===== src/rtl/usb_tx_fmt_pkg.sv =====
// Shared definitions for the USB TX packet formatter: PID values, CRC16
// constants, FSM state encoding and the DATAx class decoder.
`timescale 1ns/1ps
package usb_tx_fmt_pkg;

   localparam logic [3:0] PID_ACK   = 4'h2;
   localparam logic [3:0] PID_NAK   = 4'hA;
   localparam logic [3:0] PID_DATA0 = 4'h3;
   localparam logic [3:0] PID_DATA1 = 4'hB;
   localparam logic [3:0] PID_DATA2 = 4'h7;
   localparam logic [3:0] PID_MDATA = 4'hF;

   localparam logic [15:0] CRC16_POLY = 16'h8005;
   localparam logic [15:0] CRC16_INIT = 16'hFFFF;

   localparam int LEN_W = 10;

   typedef enum logic [1:0] {
      ST_IDLE,
      ST_PID,
      ST_DATA,
      ST_CRC
   } tx_state_e;

   // DATAx packets carry payload + CRC16; every other PID is sent as a lone byte.
   function automatic logic pid_is_data(input logic [3:0] pid);
      logic is_data;
      unique case (pid)
         PID_DATA0, PID_DATA1, PID_DATA2, PID_MDATA: is_data = 1'b1;
         default:                                    is_data = 1'b0;
      endcase
      return is_data;
   endfunction

endpackage


===== src/rtl/usb_crc16.sv =====
// Bit-serial USB CRC16 (poly 0x8005, init 0xFFFF), MSB-first register form.
// Shared between the TX formatter and the RX checker.
`timescale 1ns/1ps
module usb_crc16
   import usb_tx_fmt_pkg::*;
(
   input  logic        clk,
   input  logic        rst_n,
   input  logic        clr,
   input  logic        stb,
   input  logic        bit_in,
   output logic [15:0] crc
);

   logic [15:0] crc_q, crc_d;

   // Next CRC state: clear wins, otherwise fold in one bit per strobe.
   always_comb begin
      crc_d = crc_q;
      if (clr) begin
         crc_d = CRC16_INIT;
      end else if (stb) begin
         crc_d = {crc_q[14:0], 1'b0} ^ ((crc_q[15] ^ bit_in) ? CRC16_POLY : 16'h0000);
      end
   end

   // CRC register.
   always_ff @(posedge clk) begin
      if (!rst_n) crc_q <= CRC16_INIT;
      else        crc_q <= crc_d;
   end

   assign crc = crc_q;

endmodule


===== src/rtl/usb_tx_fmt.sv =====
// USB TX packet formatter: serialises PID, payload and CRC16 LSB-first to the
// low-level TX layer using a one-bit ll_bit/ll_ack handshake.
// Payload is prefetched one byte ahead into hold_q so the next byte is ready
// the moment the current one finishes shifting.
`timescale 1ns/1ps
module usb_tx_fmt
   import usb_tx_fmt_pkg::*;
(
   input  logic             clk,
   input  logic             rst_n,
   input  logic             pkt_start,
   input  logic [3:0]       pkt_pid,
   input  logic [LEN_W-1:0] pkt_len,
   input  logic [7:0]       pkt_data,
   output logic             pkt_data_ack,
   output logic             pkt_done,
   output logic             ll_start,
   output logic             ll_bit,
   output logic             ll_last,
   input  logic             ll_ack
);

   tx_state_e        state_q, state_d;
   logic [7:0]       sr_q, sr_d;
   logic [7:0]       hold_q, hold_d;
   logic [2:0]       bit_cnt_q, bit_cnt_d;
   logic [LEN_W-1:0] byte_cnt_q, byte_cnt_d;
   logic [3:0]       pid_q, pid_d;
   logic             ll_start_q, ll_start_d;
   logic             ack_q, ack_d;
   logic             done_q, done_d;
   logic             crc_clr, crc_stb;
   logic [15:0]      crc;
   logic [3:0]       crc_idx;
   logic             is_data;

   assign is_data = pid_is_data(pid_q);

   usb_crc16 u_crc (
      .clk    (clk),
      .rst_n  (rst_n),
      .clr    (crc_clr),
      .stb    (crc_stb),
      .bit_in (sr_q[0]),
      .crc    (crc)
   );

   // Next-state, shifting, byte fetch and CRC control.
   // byte_cnt_q counts payload bytes not yet moved into the shift register;
   // in ST_CRC its bit 0 selects the low CRC byte.
   always_comb begin
      state_d    = state_q;
      sr_d       = sr_q;
      hold_d     = hold_q;
      bit_cnt_d  = bit_cnt_q;
      byte_cnt_d = byte_cnt_q;
      pid_d      = pid_q;
      ll_start_d = 1'b0;
      ack_d      = 1'b0;
      done_d     = 1'b0;
      crc_clr    = 1'b0;
      crc_stb    = 1'b0;

      if (ack_q) hold_d = pkt_data;

      unique case (state_q)
         ST_IDLE: begin
            if (pkt_start) begin
               pid_d      = pkt_pid;
               byte_cnt_d = pkt_len;
               sr_d       = {~pkt_pid, pkt_pid};
               bit_cnt_d  = 3'd0;
               ll_start_d = 1'b1;
               crc_clr    = 1'b1;
               state_d    = ST_PID;
            end
         end
         ST_PID: begin
            // First payload fetch two cycles after pkt_start.
            if (ll_start_q && is_data && (byte_cnt_q != '0)) ack_d = 1'b1;
            if (ll_ack) begin
               sr_d      = {1'b0, sr_q[7:1]};
               bit_cnt_d = bit_cnt_q + 3'd1;
               if (bit_cnt_q == 3'd7) begin
                  if (!is_data) begin
                     done_d  = 1'b1;
                     state_d = ST_IDLE;
                  end else if (byte_cnt_q != '0) begin
                     sr_d       = hold_q;
                     byte_cnt_d = byte_cnt_q - 10'd1;
                     ack_d      = (byte_cnt_q != 10'd1);
                     state_d    = ST_DATA;
                  end else begin
                     state_d = ST_CRC;
                  end
               end
            end
         end
         ST_DATA: begin
            if (ll_ack) begin
               crc_stb   = 1'b1;
               sr_d      = {1'b0, sr_q[7:1]};
               bit_cnt_d = bit_cnt_q + 3'd1;
               if (bit_cnt_q == 3'd7) begin
                  if (byte_cnt_q != '0) begin
                     sr_d       = hold_q;
                     byte_cnt_d = byte_cnt_q - 10'd1;
                     ack_d      = (byte_cnt_q != 10'd1);
                  end else begin
                     state_d = ST_CRC;
                  end
               end
            end
         end
         ST_CRC: begin
            if (ll_ack) begin
               bit_cnt_d = bit_cnt_q + 3'd1;
               if (bit_cnt_q == 3'd7) begin
                  if (byte_cnt_q[0]) begin
                     byte_cnt_d = '0;
                     done_d     = 1'b1;
                     state_d    = ST_IDLE;
                  end else begin
                     byte_cnt_d = 10'd1;
                  end
               end
            end
         end
         default: state_d = ST_IDLE;
      endcase
   end

   // Control registers; reset aborts any packet in flight.
   always_ff @(posedge clk) begin
      if (!rst_n) begin
         state_q    <= ST_IDLE;
         bit_cnt_q  <= '0;
         byte_cnt_q <= '0;
         pid_q      <= '0;
         ll_start_q <= 1'b0;
         ack_q      <= 1'b0;
         done_q     <= 1'b0;
      end else begin
         state_q    <= state_d;
         bit_cnt_q  <= bit_cnt_d;
         byte_cnt_q <= byte_cnt_d;
         pid_q      <= pid_d;
         ll_start_q <= ll_start_d;
         ack_q      <= ack_d;
         done_q     <= done_d;
      end
   end

   // Datapath registers; outputs are gated by state so these need no reset.
   always_ff @(posedge clk) begin
      sr_q   <= sr_d;
      hold_q <= hold_d;
   end

   // CRC goes out inverted, register bit 15 first.
   assign crc_idx      = ~{byte_cnt_q[0], bit_cnt_q};
   assign ll_bit       = (state_q == ST_CRC) ? ~crc[crc_idx] : ((state_q != ST_IDLE) & sr_q[0]);
   assign ll_last      = (bit_cnt_q == 3'd7) &&
                         (((state_q == ST_PID) && !is_data) ||
                          ((state_q == ST_CRC) && byte_cnt_q[0]));
   assign ll_start     = ll_start_q;
   assign pkt_data_ack = ack_q;
   assign pkt_done     = done_q;

endmodule

===== config.mk =====
export PLATFORM = sky130hd
export DESIGN_NAME = usb_tx_fmt
export DESIGN_NICKNAME = d
export VERILOG_FILES = /design/src/rtl/usb_tx_fmt_pkg.sv /design/src/rtl/usb_crc16.sv /design/src/rtl/usb_tx_fmt.sv
export SDC_FILE = /design/constraint.sdc
export NUM_CORES = 1
export LEC_CHECK = 0
export BUFFER_PORTS_ARGS = -buffer_cell sky130_fd_sc_hd__clkbuf_2
export CAP_MARGIN = 5
export CORE_MARGIN = 1
export CORE_UTILIZATION = 62
export DETAILED_ROUTE_END_ITERATION = 7
export PLACE_DENSITY = 0.83
export RECOVER_POWER = 25
export SLEW_MARGIN = 5
export SYNTH_ARGS = -nofsm -noshare
export SYNTH_HDL_FRONTEND = slang
export SYNTH_SLANG_ARGS = --single-unit

===== constraint.sdc =====
create_clock -name clk -period 5.3 [get_ports clk]
set_clock_uncertainty 0.05 [all_clocks]
set_input_delay 0.53 -clock clk [delete_from_list [all_inputs] [get_ports clk]]
set_output_delay 0.53 -clock clk [all_outputs]
set_load 0.005 [all_outputs]

==> results.py, run 1 <==
metrics = {
    "run_status": {
        "status": "complete, no violations",
    },
    "cells_and_area": {
        "drive_above_1_share": 0.155,
        "synthToLayoutAreaGrowth_pct": 8.47,
        "n_antenna_cell": 0,
        "nets": 344,
    },
    "logic_synthesis": {
        "synth_edf_count": 16,
        "synthTopCellsByCount": "nand2_1 (49), dfxtp_1 (36), nand3_1 (18)",
        "syn_nets": 325,
        "syn_area_um2": 2700,
        "ys_types": 51,
        "ys_seq_area_frac": 0.444,
        "synth_top_cells_by_area": "dfxtp_1 (27%), edfxtp_1 (18%), nand2_1 (6.8%)",
        "ys_warn_count": 0,
        "avgSynthCellArea_um2": 9.36,
        "synth_largest_area_cell": "dfxtp_1",
        "synthFlopType": "dfxtp_1",
        "netlist.area_leader.share": 0.267,
        "synth_most_common_cell": "nand2_1",
        "synth-async-reset-ratio": 0,
        "ys_seq_elements": 52,
        "postSynthCellCount": 289,
    },
    "clock_network": {
        "cts_resized": 0,
        "numCtsBuffers": 5,
        "clkLatencyLatePin_ns": 0.31,
        "cts.sinks": 52,
        "cts_buffer_depth": 2,
        "post_cts_buffers": 0,
        "hold_buffers": 0,
        "htreeDepth": 2,
        "cts.reportedPaths.clkPinSlew_ns": 0.10,
        "cts-root-buf": "clkbuf_8",
        "tritoncts": "done",
    },
    "grt": {
        "grt_usage": 0.275,
        "grt_pass1_vias": 2015,
        "grt_start_max_net_pins": 24,
        "grt_pass1_wl_um": 9360,
        "antenna_found_initial": 0,
        "overflow": 0,
    },
    "sta": {
        "hold_slack_ns": 0.337,
        "tns_ns": 0,
        "tightest_slew_ns": 1.14,
        "relSlewSlack": 0.231,
        "maxSlewViolCount": 0,
        "max_freq_ghz": 0.314,
        "fin_crit_sh": 0.601,
        "finalCriticalPeriod_ns": 3.19,
        "finalSetupViolCount": 0,
        "finalHoldViolCount": 0,
        "rsz0062_at_grt": "no",
    },
    "worst_setup_path": {
        "critPathMaxStageDelay_ns": 0.93,
        "path_buf_inv": 1,
        "path_cells": "inv_1 > ha_1 > nor2b_1 > nor3_1 > and2_1 > a311oi_2",
        "critPathLaunchType": "flip-flop",
        "cp_max_fo": 23,
        "crit_type": "flip-flop to flip-flop",
        "critPathTopFamily": "simple AND/OR/NAND/NOR gates",
        "critPathSlowestCell": "nor3_1",
        "cp-end-kind": "flip-flop",
        "cp.required_ns": 5.42,
        "worstPathArrival_ns": 3.31,
    },
    "floorplanning": {
        "rows": 23,
        "die-area_um2": 4630,
        "core_um2": 4090,
        "ios": 31,
        "die_h_um": 68.0,
        "die_x_um": 68.0,
        "start_util": 0.662,
    },
    "routing": {
        "viasPerCell": 6.44,
        "drtIter0Drc": 212,
        "drc": 0,
        "firstDrtPassIters": 5,
        "vias": 2313,
        "drt-total-wl_um": 5900,
        "antenna_left": 0,
        "detail_route.wl_per_cell_um": 16.4,
    },
    "worst_hold_path": {
        "hp-class": "input port to flip-flop",
    },
    "placement": {
        "dp_hpwl_um": 4060,
        "io_buffers": 30,
        "gp_congestion": 0.894,
    },
    "power_and_ir_drop": {
        "p_leak_nw": 1.17,
        "vdd_drop_max_mv": 0.272,
        "powerDensity_nw_per_um2": 400,
    },
    "flow_run": {
        "drv_cap": 0,
    },
}
-- cell usage in the layout, fill, tap and decap left out, types with 3 or more instances in the layout --
cell type and count:
nand2_1 49, dfxtp_1 36, clkbuf_2 29, nand3_1 18, edfxtp_1 16, nor2_1 14, inv_1 10, ha_1 10
o21ai_0 9, a31oi_1 9, a221o_1 7, nor3_1 7, a21oi_1 6, nor4_1 5, and2_1 5, a31o_1 5
clkbuf_8 5, nor2b_1 4, mux4_2 4, o31ai_1 4, mux2i_1 3, a21boi_0 3, nand4_1 3, or3_1 3
a22o_1 3, o41ai_1 3
-- where the power goes --
part | total [mW] | internal, mW | switching, mW
Clock | 0.228 | 0.0942 | 0.134
Sequential | 0.527 | 0.469 | 0.0577
Combinational | 0.418 | 0.162 | 0.256
Total | 1.17 | 0.725 | 0.447
-- per-layer routing --
metal / up-vias / track usage / wire length [um]
li1: 1112 / - / -
met1: 1094 / 0.382 / 2740
met2: 100 / 0.429 / 2650
met3: 7 / 0.0667 / 451
met4: 0 / 0.0703 / 54
met5: - / 0 / 0
-- logic make-up (layout without fill, tap and decap cells) --
kind of cell,after synthesis,count (layout),share of synthesized area
and+or+nand+nor,118,118,0.207
AOI/OAI and AO/OA,69,69,0.203
DFF,52,52,0.444
buffers and inverters,30,50,0.0458
adders and majority gates,10,10,0.0463
muxes,7,7,0.0444
xor gates and xnor gates,3,3,0.00972
-- registers in the layout, summed over array words and instances, names as in the netlist, 2 cells and up, named ones only --
name        count
pid_q           2
u_crc.crc      16
byte_cnt_q     10
sr_q            8
hold_q          8
bit_cnt_q       3
-- stage by stage --
| step | power, mW | setup WS, ns | utilization | std cells | instance area [um2] |
|---|---|---|---|---|---|
| after floorplan | 0.845 | 3.07 | - | 289 | 2700 |
| final | 1.17 | 2.11 | 0.718 | 359 | 2930 |
| after global routing | 1.24 | 1.93 | 0.718 | 359 | 2930 |
| after CTS | 1.16 | 2.19 | 0.718 | 359 | 2930 |
| after global placement | 0.928 | 2.34 | 0.696 | 351 | 2850 |
| after detailed placement | 0.937 | 2.20 | 0.696 | 351 | 2850 |
-- worst register-to-register path, cell delays in order, from the launching register on --
cell	delay (ns)
dfxtp_1	0.45
inv_1	0.11
ha_1	0.47
nor2b_1	0.31
nor3_1	0.93
and2_1	0.57
a311oi_2	0.17
-- final timing paths --
kind | slack [ns] | depth (start not counted) | to | start
max | 2.11 | 6 | byte_cnt_q[6]$_SDFFE_PN0P_ | state_q[0]$_SDFFE_PN0P_
min | 0.34 | 1 | hold_q[3]$_DFFE_PP_ | pkt_data[3]
max reg2reg | 2.11 | 6 | byte_cnt_q[6]$_SDFFE_PN0P_ | state_q[0]$_SDFFE_PN0P_
min reg2reg | 0.43 | 2 | u_crc.crc[7]$_SDFFE_PP1P_ | u_crc.crc[6]$_SDFFE_PP1P_
-- final cells by class --
class,count,area (um2)
Clock inverter,2,16.3
Sequential cell,52,1200
Clock buffer,6,72.6
Inverter,10,37.5
Fill cell,325,1150
Tap cell,50,62.6
Timing Repair Buffer,32,164
Multi-Input combinational cell,207,1380
Note: power is estimated with default switching activity, not from simulation.
==> run 2, diff against run 1 <==
--- a/config.mk
+++ b/config.mk
@@ -8,9 +8,9 @@
 export BUFFER_PORTS_ARGS = -buffer_cell sky130_fd_sc_hd__clkbuf_2
 export CAP_MARGIN = 5
 export CORE_MARGIN = 1
-export CORE_UTILIZATION = 62
+export CORE_UTILIZATION = 52
 export DETAILED_ROUTE_END_ITERATION = 7
-export PLACE_DENSITY = 0.83
+export PLACE_DENSITY = 0.74
 export RECOVER_POWER = 25
 export SLEW_MARGIN = 5
 export SYNTH_ARGS = -nofsm -noshare
==> constraint.sdc (replaced) <==
create_clock -name clk -period 2.7 [get_ports clk]
set_clock_uncertainty 0.05 [all_clocks]
set_input_delay 0.27 -clock clk [delete_from_list [all_inputs] [get_ports clk]]
set_output_delay 0.27 -clock clk [all_outputs]
set_load 0.005 [all_outputs]
==> run 2 against run 1 <==
  * Total power rose by 100%
  * Sequential cell count stayed put
  * Worst hold slack got worse by 0.25 ns
  * Critical path depth unchanged
  * Sequential share of layout area decreased by 1.1 points
  * Core utilization down 9.6 points
  * Routed wire length increased by 1.7%
  * Final area grew 2.8%
  * Cell count grew 7.0%
  * Clock power rose by 99%
  * Sequential power grew 94%
  * Setup slack got worse by 1.7 ns
  * Critical path type unchanged
  * Largest cell class unchanged
==> results.py, run 2 (synthesized netlist as in run 1, its figures left out) <==
metrics = {
    "power_and_ir_drop": {
        "powerDensity_nw_per_um2": 785,
        "p_leak_nw": 1.21,
        "vdd_drop_max_mv": 0.437,
    },
    "cells_and_area": {
        "synthToLayoutAreaGrowth_pct": 11.5,
        "multiInputGateArea_um2": 1380,
        "register_area_um2": 1200,
        "n_antenna_cell": 0,
        "largest_reg_flops": 16,
        "fin_util": 0.622,
        "drive_above_1_share": 0.177,
        "nets": 352,
        "final_cell_mix": "nand2_1 (49), dfxtp_1 (36), clkbuf_2 (28), nand3_1 (18), edfxtp_1 (16)",
        "layout_commonest_cell": "nand2_1",
        "fillers": 439,
    },
    "sta": {
        "fin_crit_sh": 0.857,
        "finalSetupViolCount": 0,
        "fin_ws_ns": 0.385,
        "hold_slack_ns": 0.0844,
        "maxSlewViolCount": 0,
        "relSlewSlack": 0.533,
        "finalCriticalPeriod_ns": 2.32,
        "tightest_slew_ns": 0.700,
        "max_freq_ghz": 0.432,
        "tns_ns": 0,
        "rsz0062_at_grt": "no",
        "finalHoldViolCount": 0,
    },
    "clock_network": {
        "cts-root-buf": "clkbuf_8",
        "cts.reportedPaths.clkPinSlew_ns": 0.10,
        "post_cts_buffers": 0,
        "htreeDepth": 2,
        "numCtsBuffers": 5,
        "cts_buffer_depth": 2,
        "tritoncts": "done",
        "hold_buffers": 0,
        "cts_resized": 0,
        "clkLatencyLatePin_ns": 0.31,
        "cts.sinks": 52,
    },
    "worst_setup_path": {
        "critPathMaxStageDelay_ns": 0.48,
        "crit_path_frequent_cell": "inv_1",
        "cp.required_ns": 2.86,
        "path_cells": "inv_1 > ha_1 > inv_1 > o41a_1 > and2_1 > a31o_1",
        "cp-end-kind": "flip-flop",
        "critPathLaunchType": "flip-flop",
        "cp_max_fo": 10,
        "worstPathArrival_ns": 2.48,
        "crit_type": "flip-flop to flip-flop",
        "critPathSlowestCell": "ha_1",
    },
    "floorplanning": {
        "die-area_um2": 5490,
        "die_h_um": 74.1,
        "die_x_um": 74.1,
        "rows": 25,
        "ios": 31,
        "core_um2": 4850,
        "start_util": 0.558,
    },
    "grt": {
        "antenna_found_initial": 0,
        "grt_start_max_net_pins": 23,
        "grt_pass1_vias": 2191,
        "overflow": 0,
        "grt_usage": 0.246,
        "grt_pass1_wl_um": 10300,
    },
    "placement": {
        "dp_hpwl_um": 4360,
        "io_buffers": 30,
        "dp_slack_ns": 0.395,
        "gp_congestion": 0.939,
    },
    "routing": {
        "drtIter0Drc": 126,
        "vias": 2329,
        "firstDrtPassIters": 5,
        "viasPerCell": 6.07,
        "drt-total-wl_um": 6010,
        "drc": 0,
        "detail_route.wl_per_cell_um": 15.6,
        "antenna_left": 0,
    },
    "worst_hold_path": {
        "hp-class": "input port to flip-flop",
    },
    "flow_run": {
        "drv_cap": 0,
    },
    "run_status": {
        "status": "complete, no violations",
    },
}
[run 2: final cells by class]
cell class / instances / share of cell area
clock buffers: 5 / 0.0228
clock inverters: 3 / 0.00706
inverters: 10 / 0.0125
multi-input cells: 207 / 0.457
flip-flops and latches: 52 / 0.399
well taps: 67 / 0.0278
repair buffers: 40 / 0.0739
[run 2: report_power, final]
group	internal [mW]	leakage, nW	switching, mW	total (mW)
Clock	0.184	0.0445	0.270	0.454
Combinational	0.356	0.721	0.539	0.895
Sequential	0.920	0.445	0.0952	1.02
Total	1.46	1.21	0.904	2.36
[run 2: final timing paths]
path	cells past startpoint	start	end	slack [ns]
setup / recovery	6	state_q[0]$_SDFFE_PN0P_	byte_cnt_q[3]$_SDFFE_PN0P_	0.38
hold / removal	1	pkt_data[5]	hold_q[5]$_DFFE_PP_	0.08
hold reg to reg	2	u_crc.crc[8]$_SDFFE_PP1P_	u_crc.crc[9]$_SDFFE_PP1P_	0.44
setup reg to reg	6	state_q[0]$_SDFFE_PN0P_	byte_cnt_q[3]$_SDFFE_PN0P_	0.38
[run 2: critical path, delay by kind of cell, from the launching register on]
kind,cells,cell delay [ns]
flops,1,0.43
fa+ha+maj,1,0.48
buf+inv,2,0.20
compound gates,2,0.71
simple gates,1,0.34
[run 2: stage by stage]
step	std cells	instance area (um2)	total power, mW
final	384	3010	2.36
after CTS	384	3020	2.36
after floorplan	289	2700	1.66
after global routing	384	3010	2.51
after detailed placement	376	2930	1.91
after global placement	376	2930	1.89
[run 2: metal layers]
metal / GRT usage / share of wire / vias up
met2: 0.403 / 0.46 / 80
met4: 0.0620 / 0.012 / 0
met5: 0 / 0 / -
li1: - / - / 1126
met3: 0.0407 / 0.063 / 8
met1: 0.341 / 0.47 / 1115
==> run 3, diff against run 2 <==
--- a/config.mk
+++ b/config.mk
@@ -11,8 +11,8 @@
 export CORE_UTILIZATION = 52
 export DETAILED_ROUTE_END_ITERATION = 7
 export PLACE_DENSITY = 0.74
-export RECOVER_POWER = 25
 export SLEW_MARGIN = 5
 export SYNTH_ARGS = -nofsm -noshare
 export SYNTH_HDL_FRONTEND = slang
+export SYNTH_HIERARCHICAL = 1
 export SYNTH_SLANG_ARGS = --single-unit
==> run 3 against run 2 <==
  * Sequential power grew 5%
  * Largest power group unchanged
  * Clock power grew 57%
  * Final area rose by 2.8%
  * Synthesized cell count is 4.5% lower
  * Global-route usage down 3.3 points
  * Cell count is 2.9% lower
  * Worst hold slack improved by 0.0091 ns
  * Die area rose by 0.76%
==> results.py, run 3 <==
metrics = {
    "sta": {
        "finalSetupViolCount": 0,
        "fin_crit_sh": 0.895,
        "tightest_slew_ns": 0.525,
        "fin_ws_ns": 0.284,
        "relSlewSlack": 0.650,
        "finalHoldViolCount": 0,
        "tns_ns": 0,
        "maxSlewViolCount": 0,
        "rsz0062_at_grt": "no",
        "finalCriticalPeriod_ns": 2.42,
        "max_freq_ghz": 0.414,
    },
    "power_and_ir_drop": {
        "power.net_switching_uw": 940,
        "p_clk_frac": 0.257,
        "powerDensity_nw_per_um2": 894,
        "power_mw": 2.77,
        "intPower_mw": 1.83,
        "p_seq_frac": 0.388,
        "vdd_drop_max_mv": 0.498,
        "swShare": 0.340,
        "p_leak_nw": 1.21,
        "p_comb_frac": 0.355,
    },
    "logic_synthesis": {
        "muxShareOfSynthArea": 0.0964,
        "ys_warn_count": 6,
        "synthFlopType": "dfxtp_1",
        "ys_seq_elements": 52,
        "syn_nets": 312,
        "synth_top_cells_by_area": "dfxtp_1 (26%), edfxtp_1 (18%), mux2i_1 (5.5%)",
        "synthTopCellsByCount": "nand2_1 (38), dfxtp_1 (36), nor2_1 (17)",
        "synth_compound_area_frac": 0.174,
        "synthAdderAreaFrac": 0.0459,
        "synth_largest_area_cell": "dfxtp_1",
        "synthSimpleGateAreaFrac": 0.182,
        "ys_seq_area_frac": 0.441,
        "synth_top_family_by_area": "simple AND/OR/NAND/NOR gates",
        "synth_edf_count": 16,
        "netlist.area_leader.share": 0.264,
        "syn_area_um2": 2730,
        "ys_types": 54,
        "synth-async-reset-ratio": 0,
        "postSynthCellCount": 276,
        "synth_most_common_cell": "nand2_1",
        "avgSynthCellArea_um2": 9.87,
        "synth_xor_xnor_area_share": 0.0161,
    },
    "clock_network": {
        "hold_buffers": 0,
        "cts_buffer_depth": 2,
        "cts-root-buf": "clkbuf_8",
        "cts.sinks": 52,
        "cts_resized": 0,
        "htreeDepth": 2,
        "numCtsBuffers": 5,
        "clkLatencyLatePin_ns": 0.30,
        "tritoncts": "done",
        "post_cts_buffers": 0,
        "cts.reportedPaths.clkPinSlew_ns": 0.09,
    },
    "worst_setup_path": {
        "cp.required_ns": 2.38,
        "cp-end-kind": "output pin",
        "critPathLaunchType": "flip-flop",
        "worstPathArrival_ns": 2.10,
        "cp_max_fo": 6,
        "crit_type": "flip-flop to output pin",
    },
    "routing": {
        "drtIter0Drc": 126,
        "antenna_left": 0,
        "detail_route.wl_per_cell_um": 15.0,
        "drc": 0,
        "firstDrtPassIters": 4,
        "viasPerCell": 5.66,
        "drt-total-wl_um": 5610,
        "vias": 2110,
    },
    "run_status": {
        "status": "complete, no violations",
    },
    "cells_and_area": {
        "synthToLayoutAreaGrowth_pct": 13.7,
        "final_cell_mix": "nand2_1 (38), dfxtp_1 (36), clkbuf_2 (30), nor2_1 (17), edfxtp_1 (16)",
        "largest_reg_flops": 16,
        "n_antenna_cell": 0,
        "drive_above_1_share": 0.216,
        "final_area_um2": 3100,
        "layout_commonest_cell": "nand2_1",
        "nets": 341,
        "final_cells": 373,
    },
    "floorplanning": {
        "die_h_um": 74.4,
        "rows": 25,
        "die-area_um2": 5530,
        "start_util": 0.558,
        "core_um2": 4880,
        "die_x_um": 74.4,
        "ios": 31,
    },
    "grt": {
        "grt_usage": 0.214,
        "grt_pass1_wl_um": 9110,
        "grt_pass1_vias": 1923,
        "antenna_found_initial": 0,
        "grt_start_max_net_pins": 30,
        "overflow": 0,
    },
    "placement": {
        "gp_congestion": 0.794,
        "dp.cells": 365,
        "place_area_um2": 2940,
        "dp_hpwl_um": 4080,
        "io_buffers": 30,
        "dp_slack_ns": 0.406,
    },
    "worst_hold_path": {
        "hp-class": "input port to flip-flop",
    },
    "flow_run": {
        "drv_cap": 0,
    },
}
## run 3: cell type report
class	count	area, um2
Clock buffer	5	68.8
Timing Repair Buffer	39	218
Sequential cell	52	1200
Multi-Input combinational cell	198	1400
Inverter	9	33.8
Tap cell	67	83.8
Clock inverter	3	90.1
Fill cell	429	1780
## run 3: metal layers
layer	global-route usage	vias up	wire [um]
met2	0.329	60	2510
met5	0	-	0
met3	0.0379	5	358
li1	-	1063	-
met1	0.309	982	2710
met4	0.0566	0	33
## run 3: logic make-up (layout without fill, tap and decap cells)
logic type / count (synthesis) / count (layout)
fa+ha+maj: 10 / 10
mux: 20 / 20
simple gates: 100 / 100
flops: 52 / 52
compound gates: 63 / 63
xor+xnor: 5 / 5
buf+inv: 26 / 56
## run 3: power groups by stage
stage          combinational (mW)  sequential [mW]  clock (mW)
2_1_floorplan               0.778             1.04           0
3_3_place_gp                0.962             1.09           0
3_5_place_dp                0.970             1.09           0
4_1_cts                     0.981             1.07       0.722
5_1_grt                      1.10             1.09       0.753
6_report                    0.983             1.07       0.711
## run 3: critical path, stage by stage, from the launching register on
cell and delay, ns:
dfxtp_1 0.53, mux4_2 0.54, mux4_2 0.47, o21ai_1 0.13, clkbuf_2 0.13
## run 3: worst paths after layout
kind	slack (ns)	endpoint	cells past startpoint	startpoint
max	0.28	ll_bit	4	bit_cnt_q[2]$_SDFFE_PN0P_
min	0.09	hold_q[5]$_DFFE_PP_	1	pkt_data[5]
max reg2reg	0.35	byte_cnt_q[3]$_SDFFE_PN0P_	7	state_q[0]$_SDFFE_PN0P_
min reg2reg	0.45	u_crc/crc[5]$_SDFFE_PP1P_	2	u_crc/crc[5]$_SDFFE_PP1P_
## run 3: per-stage QoR
stage	utilization	hold slack [ns]
floorplan	-	0.319
global placement	0.602	0.397
detailed placement	0.602	0.399
CTS	0.635	0.0841
global route	0.635	0.0749
finish	0.635	0.0935
